==> src/rtl/servo_scan_ctrl.sv <==
// servo_scan_ctrl
//   Sweeps the servo angle from ANGLE_MIN to ANGLE_MAX in ANGLE_STEP steps.
//   At each point it waits SETTLE_CYCLES, requests an IR sample and keeps the
//   strongest one. When the sweep ends it parks the servo on the best angle,
//   waits one more settle period and pulses done.
//
//   Build option: define SCAN_AVG4_EN to take four samples per point and
//   compare their average ((sum of 4) >> 2) instead of a single sample.
//
// Ports
//   clk        : system clock, posedge
//   rst_n      : asynchronous active-low reset
//   start      : one-cycle scan request, honoured only while idle
//   abort      : ends a running scan; results are not updated
//   ir_req     : one-cycle sample request to the IR front end
//   ir_valid   : one-cycle strobe qualifying ir_data
//   ir_data    : IR intensity sample, larger is stronger
//   angle      : angle command to the servo PWM generator
//   busy       : high in every state except idle
//   done       : one-cycle pulse once parked on the best angle
//   best_angle : angle of the strongest sample of the last completed scan
//   best_value : value of that sample (average when SCAN_AVG4_EN)
module servo_scan_ctrl #(
    parameter int ANGLE_MIN     = 0,
    parameter int ANGLE_MAX     = 180,
    parameter int ANGLE_STEP    = 5,
    parameter int ANGLE_HOME    = 90,
    parameter int SETTLE_CYCLES = 2_000_000,
    parameter int IR_W          = 12
) (
    input  logic            clk,
    input  logic            rst_n,
    input  logic            start,
    input  logic            abort,
    output logic            ir_req,
    input  logic            ir_valid,
    input  logic [IR_W-1:0] ir_data,
    output logic [15:0]     angle,
    output logic            busy,
    output logic            done,
    output logic [15:0]     best_angle,
    output logic [IR_W-1:0] best_value
);

    localparam int CW = (SETTLE_CYCLES > 1) ? $clog2(SETTLE_CYCLES) : 1;

    typedef enum logic [2:0] {
        S_IDLE,
        S_SETTLE,
        S_REQ,
        S_WAIT,
        S_PARK
    } state_t;

    state_t          state_q;
    logic [15:0]     angle_q;
    logic            busy_q;
    logic            done_q;
    logic            ir_req_q;
    logic [15:0]     best_angle_q;
    logic [IR_W-1:0] best_value_q;
    logic [CW-1:0]   cnt_q;
    logic [15:0]     max_ang_q;
    logic [IR_W-1:0] max_val_q;

    logic [16:0]     ang_sum_d;
    logic [15:0]     ang_next_d;
    logic [IR_W-1:0] smp_d;
    logic            take_d;
    logic [15:0]     win_ang_d;
    logic [IR_W-1:0] win_val_d;

`ifdef SCAN_AVG4_EN
    logic [1:0]      k_q;
    logic [IR_W+1:0] acc_q;
    logic [IR_W+1:0] acc_sum_d;
`endif

    always_comb begin
        // 17-bit sum so a step past 0xFFFF cannot wrap below ANGLE_MAX
        ang_sum_d  = {1'b0, angle_q} + 17'(ANGLE_STEP);
        ang_next_d = (ang_sum_d > 17'(ANGLE_MAX)) ? 16'(ANGLE_MAX) : ang_sum_d[15:0];
`ifdef SCAN_AVG4_EN
        acc_sum_d  = acc_q + {2'b00, ir_data};
        smp_d      = acc_sum_d[IR_W+1:2];
`else
        smp_d      = ir_data;
`endif
        // strict compare: on a tie the earlier angle stays the winner
        take_d    = smp_d > max_val_q;
        win_ang_d = take_d ? angle_q : max_ang_q;
        win_val_d = take_d ? smp_d   : max_val_q;
    end

    always_ff @(posedge clk or negedge rst_n) begin
        if (!rst_n) begin
            state_q      <= S_IDLE;
            angle_q      <= 16'(ANGLE_HOME);
            busy_q       <= 1'b0;
            done_q       <= 1'b0;
            ir_req_q     <= 1'b0;
            best_angle_q <= 16'(ANGLE_HOME);
            best_value_q <= '0;
            cnt_q        <= '0;
            max_ang_q    <= 16'(ANGLE_MIN);
            max_val_q    <= '0;
`ifdef SCAN_AVG4_EN
            k_q          <= '0;
            acc_q        <= '0;
`endif
        end else begin
            done_q   <= 1'b0;
            ir_req_q <= 1'b0;
            if (state_q == S_IDLE) begin
                if (start && !abort) begin
                    angle_q   <= 16'(ANGLE_MIN);
                    max_ang_q <= 16'(ANGLE_MIN);
                    max_val_q <= '0;
                    cnt_q     <= '0;
                    busy_q    <= 1'b1;
                    state_q   <= S_SETTLE;
`ifdef SCAN_AVG4_EN
                    k_q       <= '0;
                    acc_q     <= '0;
`endif
                end
            end else if (abort) begin
                // angle and results hold; any outstanding sample is dropped
                busy_q  <= 1'b0;
                state_q <= S_IDLE;
            end else begin
                case (state_q)
                    S_SETTLE, S_PARK: begin
                        if (cnt_q == CW'(SETTLE_CYCLES - 1)) begin
                            cnt_q <= '0;
                            if (state_q == S_SETTLE) begin
                                ir_req_q <= 1'b1;
                                state_q  <= S_REQ;
                            end else begin
                                done_q  <= 1'b1;
                                busy_q  <= 1'b0;
                                state_q <= S_IDLE;
                            end
                        end else begin
                            cnt_q <= cnt_q + 1'b1;
                        end
                    end
                    S_REQ: state_q <= S_WAIT;
                    S_WAIT: begin
                        if (ir_valid) begin
`ifdef SCAN_AVG4_EN
                            if (k_q != 2'd3) begin
                                acc_q    <= acc_sum_d;
                                k_q      <= k_q + 1'b1;
                                ir_req_q <= 1'b1;
                                state_q  <= S_REQ;
                            end else begin
                                acc_q <= '0;
                                k_q   <= '0;
`endif
                                max_ang_q <= win_ang_d;
                                max_val_q <= win_val_d;
                                cnt_q     <= '0;
                                if (angle_q == 16'(ANGLE_MAX)) begin
                                    // results published on entry to PARK
                                    angle_q      <= win_ang_d;
                                    best_angle_q <= win_ang_d;
                                    best_value_q <= win_val_d;
                                    state_q      <= S_PARK;
                                end else begin
                                    angle_q <= ang_next_d;
                                    state_q <= S_SETTLE;
                                end
`ifdef SCAN_AVG4_EN
                            end
`endif
                        end
                    end
                    default: state_q <= S_IDLE;
                endcase
            end
        end
    end

    assign ir_req     = ir_req_q;
    assign angle      = angle_q;
    assign busy       = busy_q;
    assign done       = done_q;
    assign best_angle = best_angle_q;
    assign best_value = best_value_q;

endmodule

==> config.mk <==
export PLATFORM = sky130hd
export DESIGN_NAME = servo_scan_ctrl
export DESIGN_NICKNAME = d
export VERILOG_FILES = /design/src/rtl/servo_scan_ctrl.sv
export SDC_FILE = /design/constraint.sdc
export NUM_CORES = 1
export LEC_CHECK = 0
export ABC_AREA = 1
export CORE_UTILIZATION = 51
export CTS_CLUSTER_DIAMETER = 100
export CTS_CLUSTER_SIZE = 10
export DETAILED_ROUTE_END_ITERATION = 8
export PLACE_DENSITY = 0.82
export SETUP_SLACK_MARGIN = 0.05
export SYNTH_ARGS = -nofsm -noshare
export SYNTH_HDL_FRONTEND = slang
export SYNTH_SLANG_ARGS = --single-unit
==> constraint.sdc <==
create_clock -name clk -period 1.72 [get_ports clk]
set_input_delay 0.43 -clock clk [delete_from_list [all_inputs] [get_ports clk]]
set_output_delay 0.43 -clock clk [all_outputs]
set_load 0.1 [all_outputs]
==> results.toml, run 1 <==
[die]
num_io_pins = 64
chipHeight_microns = 108
floorplan.initialDensity_pct = 52.6
die_x_microns = 108
placementRows = 38

[synthesis]
synth_edf_count = 0
post_synth_inst_count = 754
number_of_synthesized_register_bits = 99
postSynth.asyncResetShare_pct = 100
syn-mean-instance-area_sq_um = 7.63
post_synth_most_frequent_cells = "nand2_1 (213), dfrtp_1 (91), inv_1 (90), nand3_1 (58), nor2_1 (48)"
synth_cell_types = 40
yosys_most_used_dff = "dfrtp_1"
ys_seq_area_share_pct = 43.2
synthDominantAreaCellType = "dfrtp_1"
ys.warnings.count = 0
synth_area_leaders = "dfrtp_1 (40%), nand2_1 (14%), inv_1 (5.9%), nand3_1 (5.0%), o21ai_1 (4.0%)"
synth.most_common_cell = "nand2_1"
synth_top_area_share_pct = 39.6
synth_nets = 787
post_synth_instance_area_sq_mm = 0.00575

[placement]
dp_worst_setup_slack_ns = -0.900
placedInstanceArea_sq_mm = 0.00822
place.detailed.hpwl_mm = 12.6
globalplace.congestion = 0.907
numPortBuffers = 63

[sta]
endpoint_type = "sequential cell input"
crit_endpoint_post_grt_repair = "angle[13]$_DFFE_PN0P_/D"

[clock_network]
root_buffer = "clkbuf_16"
ctsHtreeMaxLevel = 3
hold_buffers = 0
cts_num_sinks = 99
number_of_clock_buffers_inserted_by_tritoncts = 9
clock_tree.buffer_depth = 2

[outcome]
toolErrorMsg = "[ERROR GRT-0232] Routing congestion too high. Check the congestion heatmap in the GUI."
status = "stopped before the end"
stop_stage = "5_1_grt"

[grt]
initial_antenna_violation_count = 1
grt-ovfl-total = 19
global_route.usage.total_pct = 73.3
grt_max_degree = 41
[kinds of logic after synthesis]
kind of cell               synth area share (%)
buffers and inverters                      9.68
AOI/OAI and AO/OA                          12.5
xor gates and xnor gates                   1.07
adders and majority gates                  3.48
and+or+nand+nor                            30.0
DFF                                        43.2
[metal layers]
| metal | overflow | global-route usage, % |
|---|---|---|
| met1 | 0 | 75.9 |
| met2 | 13 | 90.1 |
| met3 | 0 | 55.8 |
| met4 | 6 | 70.1 |
| met5 | 0 | 24.1 |
[through the flow]
stage	util, %	hold slack (ns)	std cells	setup TNS (ns)
after CTS	84.1	0.00566	1102	-17.17
after detailed placement	75.1	0.394	1062	-62.70
after global placement	75.1	0.386	1062	-56.66
after floorplan	-	0.134	754	-16.38
[what timing repair did]
action | in CTS
endpoints found under the setup margin | 92
pin swaps | 39
buffers inserted | 19
cloned | 6
gates resized for setup | 126
==> inputs of run 2 (changes only) <==
Settings changed: CORE_UTILIZATION 51 to 40, CTS_CLUSTER_DIAMETER 100 to unset, CTS_CLUSTER_SIZE 10 to unset, PLACE_DENSITY 0.82 to unset, PLACE_DENSITY_LB_ADDON set to 0.15, SETUP_SLACK_MARGIN 0.05 to unset.
Clock period 1.72 ns to 2.24 ns, I/O delays scaled along.
==> results.toml, run 2 <==
[route]
antenna_left = 0
via_count = 5456
postRouteWirelength_mm = 15.9
post_drt_via_cell_ratio = 5.19
first_iter_violations = 500
firstDrtPassIters = 6
drt_drc_violations_left = 0
routed_length_per_placed_instance_microns = 15.1

[synthesis]
synth_edf_count = 0
ys_seq_area_share_pct = 43.2
postSynth.asyncResetShare_pct = 100
synth.most_common_cell = "nand2_1"
post_synth_most_frequent_cells = "nand2_1 (213), dfrtp_1 (91), inv_1 (90), nand3_1 (58), nor2_1 (48)"
synthDominantAreaCellType = "dfrtp_1"
synth_cell_types = 40
yosys_most_used_dff = "dfrtp_1"
synth_top_area_share_pct = 39.6
post_synth_instance_area_sq_mm = 0.00575
ys.warnings.count = 0
number_of_synthesized_register_bits = 99
synth_area_leaders = "dfrtp_1 (40%), nand2_1 (14%), inv_1 (5.9%), nand3_1 (5.0%), o21ai_1 (4.0%)"
synth_nets = 787
post_synth_inst_count = 754
syn-mean-instance-area_sq_um = 7.63

[critical_path]
rr_worst_depth = 12
worstPathBufferInverterCount = 1
cp_num_cells = 12
cpPeakStageDelay_ns = 0.64
setup.worst_path.end_class = "flop"
req_time_crit_path_ns = 2.47
path_cells = "ha_4 > inv_2 > nand2_4 > nand4_1 > o21bai_1 > nand2_1 > nor2_1 > nand2_1 > nor2_4 > nand2_1 > o21ai_1 > nand2_1"
slowest_stage = "dfstp_4"
crit_family = "simple AND/OR/NAND/NOR gates"
timing.critical_path.mode_cell = "nand2_1"
crit_path_dat_ns = 2.48
path_max_fanout = 8
critical_path.startpoint_type = "flop"
setup.worst_path.class = "flop to flop"

[die]
placeableCoreArea_sq_mm = 0.0139
die_x_microns = 122
chipHeight_microns = 122
floorplan.initialDensity_pct = 41.3
placementRows = 43
dieArea_sq_mm = 0.0149
num_io_pins = 64

[final_layout]
nets = 900
most_used_cells_in_the_layout_excluding_fill_and_tap_cells = "nand2_1 (201), buf_4 (91), inv_1 (89)"
seqCellArea_sq_mm = 0.00251
most_frequent_standard_cell_in_the_layout_excluding_fill_and_tap_cells = "nand2_1"
layout-area-overhead-vs-synth_pct = 32.2
finish.utilization_pct = 54.6
fillerInstances = 1286
multi_input_comb_area_sq_mm = 0.00295
post_route_cells_drive_above_1_share_pct = 25.7
registers.top_by_ff_count = "cnt_q"
diodes = 0
largest_register_ff_count = 21

[outcome]
status = "complete, but fails checks"
violated_checks = "negative setup slack"

[power_and_ir_drop]
ir_drop_uv = 686
totalPowerFinal_mw = 8.04
leakagePower_nw = 3.71
power-per-cell-area_mw_per_mm2 = 1060

[grt]
grt_max_degree = 57
grt-ovfl-total = 0
global_route.usage.total_pct = 22.0
grt_first_pass_wirelength_mm = 25.5
initial_antenna_violation_count = 0
via_count_of_the_first_global_routing_pass = 5372

[clock_network]
clk_pin_slew_ns = 0.07
clk-insertion-delay-late_ns = 0.35
clock_tree.buffer_depth = 2
cts_num_sinks = 99
hold_buffers = 0
number_of_clock_buffers_inserted_by_tritoncts = 9
root_buffer = "clkbuf_16"
ctsHtreeMaxLevel = 3
cts_tree = "yes"

[min_path]
timing.hold.worst.class = "input port to async pin"

[sta]
max_slew_margin_pct = 69.3
setup_viol = 1
slew_viol_final = 0
fin_worst_skew_ns = 0.00744
highest_attainable_clock_frequency_ghz = 0.446
period_needed_ns = 2.24
worstMarginPinSlew_ns = 0.460
hold_violations = 0
post-route-worst-setup-slack_ns = -0.00117
period_utilization_pct = 100
unrepaired_setup_endpoints_after_global_routing = "yes"

[run]
maxCapViolCount = 0

[placement]
globalplace.congestion = 0.879
numPortBuffers = 63
place.detailed.hpwl_mm = 11.0
-- run 2: cell counts after synthesis --
Identical to the previous run, type by type.
-- run 2: final timing paths --
kind                                                   to  slack, ns                      start
worst min-delay path            best_value[6]$_DFFE_PN0P_       0.16                      rst_n
worst max-delay path                 angle[7]$_DFFE_PN0P_     -0.001       angle[1]$_DFFE_PN1P_
worst min register to register  best_angle[2]$_DFFE_PN0P_       0.49  best_angle[2]$_DFFE_PN0P_
worst max register to register       angle[7]$_DFFE_PN0P_     -0.001       angle[1]$_DFFE_PN1P_
max in group asynchronous            angle[6]$_DFFE_PN1P_       1.45                      rst_n
min in group clk                best_angle[2]$_DFFE_PN0P_       0.49  best_angle[2]$_DFFE_PN0P_
-- run 2: cells by family after synthesis --
kind of cell,share of synthesized area [%]
buffers and inverters,9.68
AO/OA/AOI/OAI,12.5
flip-flops,43.2
AND/OR/NAND/NOR,30.0
adder cells (fa/ha/maj),3.48
XOR/XNOR,1.07
-- run 2: cell type report --
type | count | area share, %
Inverter | 97 | 4.79
Sequential cell | 99 | 32.9
Clock buffer | 11 | 3.32
Multi-Input combinational cell | 532 | 38.8
Timing Repair Buffer | 128 | 16.1
Tap cell | 180 | 2.96
Clock inverter | 5 | 1.09
-- run 2: per-layer routing --
metal	wire, microns	vias to the layer above	track usage (%)
met3	918	19	4.12
met1	7070	2571	28.1
met5	0	-	0
li1	-	2714	-
met2	7650	152	36.7
met4	293	0	8.49
-- run 2: stage by stage --
| stage | setup slack, ns | hold slack [ns] | cells | TNS [ns] | instance area (sq um) |
|---|---|---|---|---|---|
| floorplan | 0.0128 | 0.264 | 754 | 0 | 5770 |
| global placement | -0.495 | 0.473 | 1023 | -27.82 | 6890 |
| detailed placement | -0.599 | 0.480 | 1023 | -31.07 | 6890 |
| CTS | 0.00177 | 0.166 | 1047 | 0 | 7410 |
| global route | -0.0948 | 0.178 | 1052 | -0.461 | 7610 |
| finish | -0.00117 | 0.161 | 1052 | -0.00117 | 7610 |
-- run 2: timing repair --
action | 4_1_cts | 5_1_grt
buffers inserted | 6 | 4
setup endpoints to repair | 58 | 70
cloned | 2 | 1
gates resized for setup | 31 | 37
pin swaps | 14 | 22
-- run 2: where the power goes --
group / switching, mW / internal (mW)
logic: 2.53 / 1.51
registers: 0.182 / 2.08
clock network: 0.697 / 1.05
total: 3.41 / 4.64
Note: power is estimated with default switching activity, not from simulation.
==> inputs of run 3 (changes only) <==
Settings changed: ABC_AREA 1 to unset, CORE_UTILIZATION 40 to 45, SETUP_SLACK_MARGIN set to 0.02.
==> results.toml, run 3 <==
[outcome]
status = "complete, but fails checks"
violated_checks = "negative setup slack"

[clock_network]
cts_num_sinks = 99
clk-insertion-delay-late_ns = 0.36
hold_buffers = 0
number_of_clock_buffers_inserted_by_tritoncts = 9
cts_tree = "yes"
ctsHtreeMaxLevel = 3
clk_pin_slew_ns = 0.07
clock_tree.buffer_depth = 2
root_buffer = "clkbuf_16"

[grt]
global_route.usage.total_pct = 24.9
via_count_of_the_first_global_routing_pass = 4403
grt_max_degree = 58
grt-ovfl-total = 0
grt_first_pass_wirelength_mm = 22.6
initial_antenna_violation_count = 0

[synthesis]
synth_top_area_share_pct = 43.3
synth_cell_types = 66
synth_nets = 562
post_synth_inst_count = 529
number_of_synthesized_register_bits = 99
post_synth_most_frequent_cells = "dfrtp_1 (91), nand2_1 (58), a22o_1 (45), o21ai_0 (41), nor2_1 (35)"
ys_seq_area_share_pct = 47.3
synth_area_leaders = "dfrtp_1 (43%), a22o_1 (7.5%), nand2_1 (4.1%), dfstp_2 (4.0%), o21ai_0 (3.9%)"
syn-mean-instance-area_sq_um = 9.93
post_synth_instance_area_sq_mm = 0.00525
synthDominantAreaCellType = "dfrtp_1"
postSynth.asyncResetShare_pct = 100
yosys_most_used_dff = "dfrtp_1"
synth_edf_count = 0
ys.warnings.count = 0
synth.most_common_cell = "dfrtp_1"

[route]
firstDrtPassIters = 5
drt_drc_violations_left = 0
via_count = 4618
routed_length_per_placed_instance_microns = 17.5
post_drt_via_cell_ratio = 5.70
antenna_left = 0
postRouteWirelength_mm = 14.2
first_iter_violations = 260

[final_layout]
fillerInstances = 899
largest_register_ff_count = 21
nets = 695
most_frequent_standard_cell_in_the_layout_excluding_fill_and_tap_cells = "buf_4"
registers.top_by_ff_count = "cnt_q"
post_route_cells_drive_above_1_share_pct = 37.5
diodes = 0
layout-area-overhead-vs-synth_pct = 42.8
most_used_cells_in_the_layout_excluding_fill_and_tap_cells = "buf_4 (106), dfrtp_1 (80), nand2_1 (56)"

[sta]
setup_viol = 61
fin_worst_skew_ns = 0.00694
worstMarginPinSlew_ns = 0.472
period_utilization_pct = 105
period_needed_ns = 2.36
max_slew_margin_pct = 68.3
highest_attainable_clock_frequency_ghz = 0.424
unrepaired_setup_endpoints_after_global_routing = "yes"
slew_viol_final = 0
final.hold.worst_slack_ns = 0.130
hold_violations = 0
post-route-worst-setup-slack_ns = -0.121

[run]
maxCapViolCount = 0

[die]
die_x_microns = 110
chipHeight_microns = 110
placementRows = 39
placeableCoreArea_sq_mm = 0.0114
num_io_pins = 64
floorplan.initialDensity_pct = 46.0
dieArea_sq_mm = 0.0121

[placement]
dp_worst_setup_slack_ns = -0.787
place.detailed.hpwl_mm = 9.08
numPortBuffers = 63
globalplace.congestion = 0.810

[critical_path]
setup.worst_path.end_class = "flop"
req_time_crit_path_ns = 2.48
critical_path.startpoint_type = "flop"
crit_path_dat_ns = 2.60
rr_worst_depth = 8
path_max_fanout = 5
setup.worst_path.class = "flop to flop"

[power_and_ir_drop]
ir_drop_uv = 623
leakagePower_nw = 3.43
power-per-cell-area_mw_per_mm2 = 831

[min_path]
timing.hold.worst.class = "input port to async pin"
==> run 3: what timing repair did <==
action,CTS,global route
gates resized for setup,58,40
gates cloned,6,1
pin swaps,27,19
endpoints found under the setup margin,76,88
buffers inserted,10,3
==> run 3: routing by layer <==
| metal | wire length (microns) | up-vias | share of wire, % | GRT usage [%] |
|---|---|---|---|---|
| met5 | 0 | - | 0 | 0 |
| met4 | 255 | 0 | 1.8 | 9.52 |
| met3 | 557 | 20 | 3.9 | 3.76 |
| met2 | 6910 | 111 | 49 | 40.2 |
| met1 | 6450 | 2289 | 46 | 33.7 |
| li1 | - | 2198 | - | - |
==> run 3: per-stage QoR <==
step                      power, mW  utilization, %  TNS (ns)  instances  instance area [sq um]
after global placement         4.07            58.3    -49.09        776                   6660
after floorplan                3.47               -     -6.21        529                   5480
after CTS                      6.14            64.3     -3.24        808                   7340
after detailed placement       4.12            58.3    -52.44        776                   6660
final                          6.24            65.7     -4.18        810                   7500
after global routing           6.55            65.7    -11.43        810                   7500
==> run 3: cell families (layout without fill, tap and decap cells) <==
family / after synthesis / in the layout / synth area share [%]
xor gates and xnor gates: 13 / 13 / 2.17
DFF: 99 / 99 / 47.3
adders and majority gates: 16 / 16 / 3.81
and+or+nand+nor: 173 / 173 / 17.1
muxes: 17 / 17 / 3.26
AOI/OAI and AO/OA: 154 / 155 / 21.1
buffers and inverters: 57 / 194 / 5.22
==> run 3: critical path: stages, from the launching register on <==
cell and delay, ns:
dfrtp_4 0.51, ha_4 0.19, o211a_4 0.24, a21o_1 0.17, a221oi_2 0.26, o211ai_1 0.16
or3b_4 0.46, o31ai_2 0.18, nand2_1 0.07
==> run 3: path summary, 6_finish.rpt <==
check | startpoint | slack [ns] | to
setup reg to reg | angle[0]$_DFFE_PN0P_ | -0.12 | angle[2]$_DFFE_PN0P_
max in group asynchronous | rst_n | 1.40 | angle[6]$_DFFE_PN1P_
setup / recovery | angle[0]$_DFFE_PN0P_ | -0.12 | angle[2]$_DFFE_PN0P_
min in group clk | best_angle[1]$_DFFE_PN1P_ | 0.49 | best_angle[1]$_DFFE_PN1P_
hold / removal | rst_n | 0.13 | best_value[8]$_DFFE_PN0P_
hold reg to reg | best_angle[1]$_DFFE_PN1P_ | 0.49 | best_angle[1]$_DFFE_PN1P_
==> run 3: power by group <==
part / internal (mW) / switching [mW] / leakage [nW]
Combinational: 1.24 / 1.33 / 1.97
Clock: 0.769 / 0.740 / 0.133
Sequential: 1.97 / 0.193 / 1.33
Total: 3.97 / 2.26 / 3.43
==> run 3: final cells by class <==
type | count | area, sq um | share of cell area [%]
multi-input combinational | 374 | 2810 | 37.4
tap | 143 | 179 | 2.38
inverter | 20 | 75.1 | 1.00
clock buffer | 9 | 225 | 3.00
sequential | 99 | 2530 | 33.7
timing repair buffer | 158 | 1630 | 21.7
clock inverter | 7 | 58.8 | 0.784
==> inputs of run 4 (changes only) <==
Settings changed: CORE_MARGIN set to 2.
==> results.toml, run 4 (synthesis gave the netlist of run 3 again) <==
[critical_path]
rrSetupSlack_ns = -0.09
path_cells = "buf_4 > a21oi_4 > or2_4 > and3_4 > o31ai_4 > or3b_4 > o31ai_2 > nand2_1"
worst_r2r_startpoint = "angle[1]$_DFFE_PN1P_"
cpPeakStageDelay_ns = 0.63
req_time_crit_path_ns = 2.47
worstPathBufferInverterCount = 1
crit_path_dat_ns = 2.56
path_max_fanout = 8
setup.worst_path.class = "flop to flop"
critical_path.startpoint_type = "flop"
rr_worst_depth = 8
slowest_stage = "dfstp_4"
crit_family = "simple AND/OR/NAND/NOR gates"
rr_endpoint = "angle[2]$_DFFE_PN0P_"
setup.worst_path.end_class = "flop"

[final_layout]
diodes = 0
finish.utilization_pct = 65.2
nets = 699
registers.top_by_ff_count = "cnt_q"
most_frequent_standard_cell_in_the_layout_excluding_fill_and_tap_cells = "buf_4"
post_route_cells_drive_above_1_share_pct = 36.8
most_used_cells_in_the_layout_excluding_fill_and_tap_cells = "buf_4 (118), dfrtp_1 (80), nand2_1 (57)"
layout_cells_excl_fill = 814
largest_register_ff_count = 21
layout-area-overhead-vs-synth_pct = 41.8

[clock_network]
clk-insertion-delay-late_ns = 0.35
ctsHtreeMaxLevel = 3
cts_tree = "yes"
cts_num_sinks = 99
number_of_clock_buffers_inserted_by_tritoncts = 9
clock_tree.buffer_depth = 2
clk_pin_slew_ns = 0.07
root_buffer = "clkbuf_16"

[outcome]
violated_checks = "negative setup slack"
status = "complete, but fails checks"

[sta]
period_utilization_pct = 104
post-route-worst-setup-slack_ns = -0.0905
slew_viol_final = 0
fin_worst_skew_ns = 0.00839
hold_violations = 0
final.hold.worst_slack_ns = 0.138
unrepaired_setup_endpoints_after_global_routing = "yes"
period_needed_ns = 2.33
highest_attainable_clock_frequency_ghz = 0.429
setup_viol = 11
timing.setup.tns_ns = -0.310
worstMarginPinSlew_ns = 0.419
max_slew_margin_pct = 72.0

[die]
placementRows = 39
die_x_microns = 112
chipHeight_microns = 112
num_io_pins = 64
dieArea_sq_mm = 0.0126
floorplan.initialDensity_pct = 46.0
placeableCoreArea_sq_mm = 0.0114

[route]
drt_drc_violations_left = 0
first_iter_violations = 195
postRouteWirelength_mm = 13.4
routed_length_per_placed_instance_microns = 16.5
post_drt_via_cell_ratio = 5.59
antenna_left = 0
firstDrtPassIters = 4
via_count = 4553

[placement]
numPortBuffers = 63
dp_cells = 782
place.detailed.hpwl_mm = 9.13
dp_worst_setup_slack_ns = -0.767
globalplace.congestion = 0.877

[power_and_ir_drop]
power.share.switching_pct = 34.5
clock_power_share_pct = 25.9
leakagePower_nw = 3.42
cellInternalPower_mw = 4.04
combPwrFrac_pct = 39.4
switchingPower_mw = 2.13
sequentialPowerShare_pct = 34.7
power-per-cell-area_mw_per_mm2 = 829
ir_drop_uv = 984

[grt]
grt_first_pass_wirelength_mm = 22.4
grt_max_degree = 44
initial_antenna_violation_count = 0
via_count_of_the_first_global_routing_pass = 4545
global_route.usage.total_pct = 22.0
grt-ovfl-total = 0

[min_path]
timing.hold.worst.class = "input port to async pin"

[run]
maxCapViolCount = 0
## run 4: changes by cell type in the layout (fill, tap and decap cells not counted), sizes merged, moves of 2 or more
cell / change
buf: +5
clkbuf: +2
clkdlybuf4s50: -2
clkinvlp: -2
dlymetal6s2s: +2
inv: -3
## run 4: through the flow
stage,area (sq um),power (mW)
after floorplan,5480,3.47
after global placement,6710,4.11
after detailed placement,6710,4.15
after CTS,7250,6.02
after global routing,7450,6.51
final,7450,6.17
## run 4: power by group through the flow
stage / sequential (mW) / clock (mW) / combinational [mW]
3_3_place_gp: 2.17 / 0 / 1.94
5_1_grt: 2.17 / 1.70 / 2.64
4_1_cts: 2.15 / 1.63 / 2.25
3_5_place_dp: 2.18 / 0 / 1.97
6_report: 2.14 / 1.60 / 2.43
2_1_floorplan: 2.36 / 0 / 1.11
## run 4: worst max path at each step
stage | from | to | cells past startpoint
5_1_grt | angle[1]$_DFFE_PN1P_ | angle[2]$_DFFE_PN0P_ | 8
6_report | angle[1]$_DFFE_PN1P_ | angle[2]$_DFFE_PN0P_ | 8
3_5_place_dp | ir_data[1] | angle[11]$_DFFE_PN0P_ | 11
4_1_cts | angle[0]$_DFFE_PN0P_ | angle[2]$_DFFE_PN0P_ | 8
3_3_place_gp | ir_data[1] | angle[10]$_DFFE_PN0P_ | 11
2_1_floorplan | angle[4]$_DFFE_PN1P_ | angle[2]$_DFFE_PN0P_ | 8
## run 4: layout make-up
type                       count  area, sq um
fill                         930         3970
multi-input combinational    373         2780
sequential                    99         2530
timing repair buffer         163         1580
clock buffer                  12          256
tap                          143          179
inverter                      20         77.6
clock inverter                 4         48.8
## run 4: layer usage
layer	vias up	part of all wire, %	GRT usage, %
met5	-	0	0
met1	2270	46	30.5
met3	16	3.6	4.48
met4	0	1.5	7.40
li1	2181	-	-
met2	86	49	34.9
## run 4: repair_timing
item,4_1_cts,5_1_grt
pin swaps,27,22
hold buffers,0,0
setup buffers,11,2
resized for setup,44,41
endpoints found under the setup margin,73,84
gates cloned,3,2
